**src/rtl/package_project_typedefs.sv**
```systemverilog
//------------------------------------------------------------------------------
// Module  : package_project_typedefs
// Brief   : Shared types and constants for the instruction fetch slice.
// Revision: 1.0 - initial release
//------------------------------------------------------------------------------
`timescale 1ns/1ps
`default_nettype none

package package_project_typedefs;

    typedef enum logic [1:0] {
        FETCH = 2'd0,
        WAIT  = 2'd1,
        DRAIN = 2'd2
    } FetchState;

    localparam logic [31:0] INST_BYTES = 32'd4;

    localparam int unsigned FETCH_BUF_DEPTH = 2;
    localparam int unsigned FETCH_BUF_WIDTH = 64;

endpackage

`default_nettype wire

```
**src/rtl/fetch_buffer.sv**
```systemverilog
//------------------------------------------------------------------------------
// Module  : fetch_buffer
// Brief   : Small circular FIFO with flush; head entry is presented directly.
// Revision: 1.0 - initial release
//------------------------------------------------------------------------------
`timescale 1ns/1ps
`default_nettype none

module fetch_buffer #(
    parameter int unsigned DEPTH = 2,
    parameter int unsigned WIDTH = 64
) (
    input  logic             clk,
    input  logic             rst_n,
    input  logic             push_i,
    input  logic [WIDTH-1:0] push_data_i,
    input  logic             pop_i,
    input  logic             flush_i,
    output logic [WIDTH-1:0] head_data_o,
    output logic             full_o,
    output logic             empty_o
);

    localparam int unsigned      PTR_W    = (DEPTH > 1) ? $clog2(DEPTH) : 1;
    localparam int unsigned      CNT_W    = $clog2(DEPTH + 1);
    localparam logic [PTR_W-1:0] LAST_PTR = PTR_W'(DEPTH - 1);

    logic [WIDTH-1:0] mem_q [DEPTH];
    logic [PTR_W-1:0] wr_ptr_q;
    logic [PTR_W-1:0] rd_ptr_q;
    logic [CNT_W-1:0] count_q;
    logic             do_push;
    logic             do_pop;

    function automatic logic [PTR_W-1:0] ptr_inc(input logic [PTR_W-1:0] p);
        return (p == LAST_PTR) ? '0 : p + PTR_W'(1);
    endfunction

    assign empty_o     = (count_q == '0);
    assign full_o      = (count_q == CNT_W'(DEPTH));
    assign do_pop      = pop_i && !empty_o;
    // A full buffer still accepts a push when the head leaves in the same cycle.
    assign do_push     = push_i && (!full_o || do_pop);
    assign head_data_o = mem_q[rd_ptr_q];

    always_ff @(posedge clk or negedge rst_n) begin
        if (!rst_n) begin
            wr_ptr_q <= '0;
            rd_ptr_q <= '0;
            count_q  <= '0;
        end else if (flush_i) begin
            wr_ptr_q <= '0;
            rd_ptr_q <= '0;
            count_q  <= '0;
        end else begin
            if (do_push) begin
                wr_ptr_q <= ptr_inc(wr_ptr_q);
            end
            if (do_pop) begin
                rd_ptr_q <= ptr_inc(rd_ptr_q);
            end
            case ({do_push, do_pop})
                2'b10:   count_q <= count_q + CNT_W'(1);
                2'b01:   count_q <= count_q - CNT_W'(1);
                default: count_q <= count_q;
            endcase
        end
    end

    always_ff @(posedge clk or negedge rst_n) begin
        if (!rst_n) begin
            for (int i = 0; i < DEPTH; i++) begin
                mem_q[i] <= '0;
            end
        end else if (do_push && !flush_i) begin
            mem_q[wr_ptr_q] <= push_data_i;
        end
    end

endmodule

`default_nettype wire

```
**src/rtl/instruction_fetch.sv**
```systemverilog
//------------------------------------------------------------------------------
// Module  : instruction_fetch
// Brief   : Single-outstanding instruction fetch unit with redirect handling.
// Revision: 1.0 - initial release
//------------------------------------------------------------------------------
`timescale 1ns/1ps
`default_nettype none

module instruction_fetch
    import package_project_typedefs::*;
#(
    parameter logic [31:0] RESET_PC = 32'h0000_0000
) (
    input  logic        clk,
    input  logic        rst_n,
    output logic        imem_req_valid,
    input  logic        imem_req_ready,
    output logic [31:0] imem_addr,
    input  logic        imem_rsp_valid,
    input  logic [31:0] imem_rsp_data,
    input  logic        redirect_valid,
    input  logic [31:0] redirect_pc,
    output logic        inst_valid,
    input  logic        inst_ready,
    output logic [31:0] inst,
    output logic [31:0] inst_pc
);

    localparam logic [31:0] ALIGN_MASK = ~32'h3;

    FetchState   state_q;
    FetchState   state_d;
    logic [31:0] pc_q;
    logic [31:0] pc_d;

    logic        req_fire;
    logic        rsp_push;
    logic        inst_pop;
    logic        buf_full;
    logic        buf_empty;
    logic [31:0] redirect_target;
    logic [31:0] rsp_pc;
    logic [63:0] buf_head;

    assign redirect_target = redirect_pc & ALIGN_MASK;

    // With nothing outstanding the FIFO occupancy alone bounds issue.
    assign imem_req_valid  = rst_n && (state_q == FETCH) && !buf_full;
    assign imem_addr       = pc_q;
    assign req_fire        = imem_req_valid && imem_req_ready;

    // pc_q has already stepped past the outstanding request.
    assign rsp_pc          = pc_q - INST_BYTES;

    assign inst_pop        = inst_valid && inst_ready;

    always_comb begin
        state_d  = state_q;
        pc_d     = pc_q;
        rsp_push = 1'b0;

        unique case (state_q)
            FETCH: begin
                if (req_fire) begin
                    state_d = WAIT;
                end
            end
            WAIT: begin
                if (imem_rsp_valid) begin
                    state_d  = FETCH;
                    rsp_push = !redirect_valid;
                end
            end
            DRAIN: begin
                if (imem_rsp_valid) begin
                    state_d = FETCH;
                end
            end
            default: begin
                state_d = FETCH;
            end
        endcase

        if (req_fire) begin
            pc_d = pc_q + INST_BYTES;
        end

        // A request still in flight after a redirect belongs to the old path.
        if (redirect_valid) begin
            pc_d = redirect_target;
            if (state_d == WAIT) begin
                state_d = DRAIN;
            end
        end
    end

    always_ff @(posedge clk or negedge rst_n) begin
        if (!rst_n) begin
            state_q <= FETCH;
            pc_q    <= RESET_PC & ALIGN_MASK;
        end else begin
            state_q <= state_d;
            pc_q    <= pc_d;
        end
    end

    fetch_buffer #(
        .DEPTH (FETCH_BUF_DEPTH),
        .WIDTH (FETCH_BUF_WIDTH)
    ) u_fetch_buffer (
        .clk         (clk),
        .rst_n       (rst_n),
        .push_i      (rsp_push),
        .push_data_i ({rsp_pc, imem_rsp_data}),
        .pop_i       (inst_pop),
        .flush_i     (redirect_valid),
        .head_data_o (buf_head),
        .full_o      (buf_full),
        .empty_o     (buf_empty)
    );

    assign inst_valid = !buf_empty;
    assign inst_pc    = buf_head[63:32];
    assign inst       = buf_head[31:0];

endmodule

`default_nettype wire

```
**config.mk**
```make
export PLATFORM = sky130hd
export DESIGN_NAME = instruction_fetch
export DESIGN_NICKNAME = d
export VERILOG_FILES = /design/src/rtl/package_project_typedefs.sv /design/src/rtl/fetch_buffer.sv /design/src/rtl/instruction_fetch.sv
export SDC_FILE = /design/constraint.sdc
export NUM_CORES = 1
export LEC_CHECK = 0
export ABC_AREA = 1
export CAP_MARGIN = 20
export CORE_MARGIN = 3
export CORE_UTILIZATION = 55
export DETAILED_ROUTE_END_ITERATION = 8
export PLACE_DENSITY_LB_ADDON = 0.05
export RECOVER_POWER = 50
export SYNTH_ARGS = -nofsm -noshare
export SYNTH_HDL_FRONTEND = slang
export SYNTH_HIERARCHICAL = 1
export SYNTH_SLANG_ARGS = --single-unit
```
**constraint.sdc**
```tcl
create_clock -name clk -period 2.7 [get_ports clk]
set_input_delay 0.54 -clock clk [delete_from_list [all_inputs] [get_ports clk]]
set_output_delay 0.54 -clock clk [all_outputs]
set_load 0.01 [all_outputs]
```
==> flow_metrics.tcl <==
set metrics [dict create \
    status "finished clean" \
    seqPwrFrac_pct 37.1 \
    crit_arrival_ns 2.02 \
    hold_start "u_fetch_buffer/mem_q[29]" \
    start_util_pct 57.3 \
    fill_cells 1346 \
    synth_compound_area_share_pct 12.0 \
    antenna_found_initial 0 \
    cp-startpoint "u_fetch_buffer/rd_ptr_q" \
    synth-main-ff-cell "dfrtp_1" \
    p_leak_nw 5.67 \
    drt_iter0_markers 469 \
    finalSetupViolCount 0 \
    whs_endpoint "u_fetch_buffer/mem_q[29]" \
    clock-sinks 164 \
    syn_to_final_growth_pct 25.0 \
    slew_viol_final 0 \
    crit_path_max_incr_delay_ns 0.55 \
    fin_crit_ns 2.56 \
    ant_nets 0 \
    gp_congestion 0.951 \
    grt_pass1_vias 7680 \
    drv_cap 0 \
    rrSetupSlack_ns 0.40 \
    hold_class "reg2reg" \
    grt-ovfl-total 0 \
    cts-buffers-inserted 17 \
    power.share.clock_pct 29.6 \
    tns_ns 0 \
    routedWlPerCell_um 13.9 \
    clkSlewWorstSetupHoldPaths_ns 0.06 \
    grt_max_degree 165 \
    ff2ff_path_depth 10 \
    synth_xor_area_share_pct 2.55 \
    syn_area_sq_um 9270 \
    first_pass_iters 5 \
    ir_drop_v 0.000533 \
    power_frac_comb_pct 33.3 \
    die-area_sq_um 18400 \
    fin_crit_sh_pct 94.7 \
    io_buffers 163 \
    ys_ff_latch 164 \
    via_count 8151 \
    grt_use_total_pct 25.0 \
    slew_headroom_pct 43.2 \
    vias_per_cell 5.04 \
    synth_top_family_by_area "simple AND/OR/NAND/NOR gates" \
    p_sw_share_pct 31.8 \
    hold_depth 2 \
    cts_tree "done" \
    cpMaxStageDelayCell "clkdlybuf4s50_1" \
    diodes 0 \
    synthAdderAreaFrac_pct 0.675 \
    r2r_start "u_fetch_buffer/count_q[0]" \
    path_common_cell "nand2_1" \
    ys_types 31 \
    synth_edf_count 0 \
    path_max_fanout 16 \
    rsz0062_at_grt "no" \
    finalNetCount 1464 \
    drive_gt1_share_pct 9.70 \
    h-tree-depth 4 \
    power.switching_mw 2.93 \
    powerDensity_nw_per_um2 796 \
    synth_warnings 6 \
    worstSkewPairLatency_ns 0.43 \
    grt_pass1_wl_mm 37.0 \
    async_reset_ff_share_pct 100 \
    syn_inst 1247 \
    skew_ns 0.0129 \
    r2r-end "u_fetch_buffer/mem_q[107]" \
    crit_path_start_kind "flop" \
    rows 46 \
    crit_required_ns 2.16 \
    multiInputGateArea_sq_um 4220 \
    critPathTopFamily "buffers and inverters" \
    fmax_mhz 391 \
    wl_mm 22.4 \
    criticalPathCategory "reg2out" \
    worst-path-buf-inv 3 \
    core_area_sq_um 16200 \
    die_w_um 136 \
    synth.yosys.seq_area_share_pct 44.3 \
    synth_simple_gate_area_share_pct 30.2 \
    dp_hpwl_mm 15.3 \
    cts_root_buffer "clkbuf_16" \
    crit_chain "inv_2, buf_6, nand2_1, nand2_1, clkdlybuf4s50_1" \
    syn_avg_cell_area_sq_um 7.43 \
    hold_viol 0 \
    synthMuxAreaShare_pct 0 \
    ios 168 \
    end_kind "output pin" \
    seqCellArea_sq_um 4110 \
    clockBufferDepth 2 \
    p_int_mw 6.29 \
    drc_errors 0 \
    die_y_um 136 \
    tightest_slew_ns 0.853 \
    power.total_mw 9.22 \
]
==> how the worst max path moves through the flow <==
stage	depth (start not counted)	slack, ns	to
after floorplan	8	0.77	u_fetch_buffer/mem_q[60]
after global placement	7	0.45	u_fetch_buffer/mem_q[58]
after detailed placement	7	0.42	u_fetch_buffer/mem_q[52]
after CTS	4	0.001	inst[6]
after global routing	5	0.08	inst_pc[12]
final	5	0.14	inst_pc[12]
==> cells by family after synthesis <==
| family | after synthesis |
|---|---|
| other | 1 |
| DFF | 164 |
| and+or+nand+nor | 688 |
| xor gates and xnor gates | 27 |
| buffers and inverters | 194 |
| AOI/OAI and AO/OA | 168 |
| adders and majority gates | 5 |
==> repair_timing <==
item                       4_1_cts  5_1_grt
hold buffers                     0        0
setup endpoints to repair        3       35
gates resized for setup          2        4
setup buffers                    0        3
==> synth_stat cells (5+ instances only) <==
cell type	instances	area, sq um
and2_1	5	31.3
buf_2	7	35.0
buf_4	9	67.6
buf_6	24	270
clkbuf_1	17	63.8
dfrtp_1	164	4100
ha_1	5	62.6
inv_1	131	492
nand2_1	511	1920
nand3_1	63	315
nor2_1	79	297
nor2_2	7	43.8
nor2_4	7	78.8
o211ai_1	6	45.0
o21ai_0	36	180
o21ai_1	55	275
o21ai_2	64	561
o21bai_1	5	37.5
xor2_1	27	236
==> state kept, by name, summed over array words and instances (netlist names) <==
register                 cells
u_fetch_buffer/wr_ptr_q      1
state_q                      2
u_fetch_buffer/mem_q       128
u_fetch_buffer/count_q       2
u_fetch_buffer/rd_ptr_q      1
imem_addr                   30
==> power groups by stage <==
stage / logic (mW) / registers, mW / clock network [mW]
after floorplan: 1.63 / 3.36 / 0
after global routing: 3.41 / 3.50 / 2.89
final: 3.07 / 3.42 / 2.73
after global placement: 3.04 / 3.43 / 0
after detailed placement: 3.09 / 3.46 / 0
after CTS: 3.12 / 3.42 / 2.77
==> routing by layer <==
| layer | vias to the layer above | GRT usage (%) | share of wire, % |
|---|---|---|---|
| met5 | - | 0 | 0 |
| met4 | 0 | 9.63 | 2.3 |
| li1 | 4143 | - | - |
| met2 | 247 | 41.4 | 48 |
| met3 | 37 | 4.01 | 5.3 |
| met1 | 3724 | 33.3 | 44 |
==> cell type report <==
cell class	count	share of cell area (%)
well taps	216	2.33
flip-flops and latches	164	35.4
repair buffers	180	15.7
clock buffers	20	3.85
multi-input cells	892	36.4
clock inverters	12	1.95
inverters	134	4.34
==> tightest hold or removal path, delay by kind of cell, from the launching register on <==
| family | cells | cell delay, ns |
|---|---|---|
| AO/OA/AOI/OAI | 1 | 0.05 |
| AND/OR/NAND/NOR | 1 | 0.06 |
| flip-flops | 1 | 0.34 |
==> placed cells by master (no fill, tap or decap), types with 6 or more instances in the layout <==
master           instances
nand2_1                512
dfrtp_1                163
clkdlybuf4s50_1        160
inv_1                  130
nor2_1                  80
nand3_1                 64
o21ai_2                 64
o21ai_0                 54
o21ai_1                 37
xor2_1                  27
clkbuf_16               17
nor2_4                   7
nor2_2                   6
o211ai_1                 6
bufinv_16                6
buf_4                    6
==> metrics by stage <==
stage | utilization, % | cell area (sq um) | worst slack [ns] | std cells | hold slack, ns
6_report | 71.6 | 11600 | 0.142 | 1618 | 0.481
4_1_cts | 71.8 | 11600 | 0.000972 | 1615 | 0.350
5_1_grt | 71.6 | 11600 | 0.0798 | 1618 | 0.496
3_5_place_dp | 67.6 | 10900 | 0.422 | 1583 | 0.468
2_1_floorplan | - | 9280 | 0.771 | 1250 | 0.244
3_3_place_gp | 67.6 | 10900 | 0.450 | 1583 | 0.465
(Power assumes the default switching activity.)
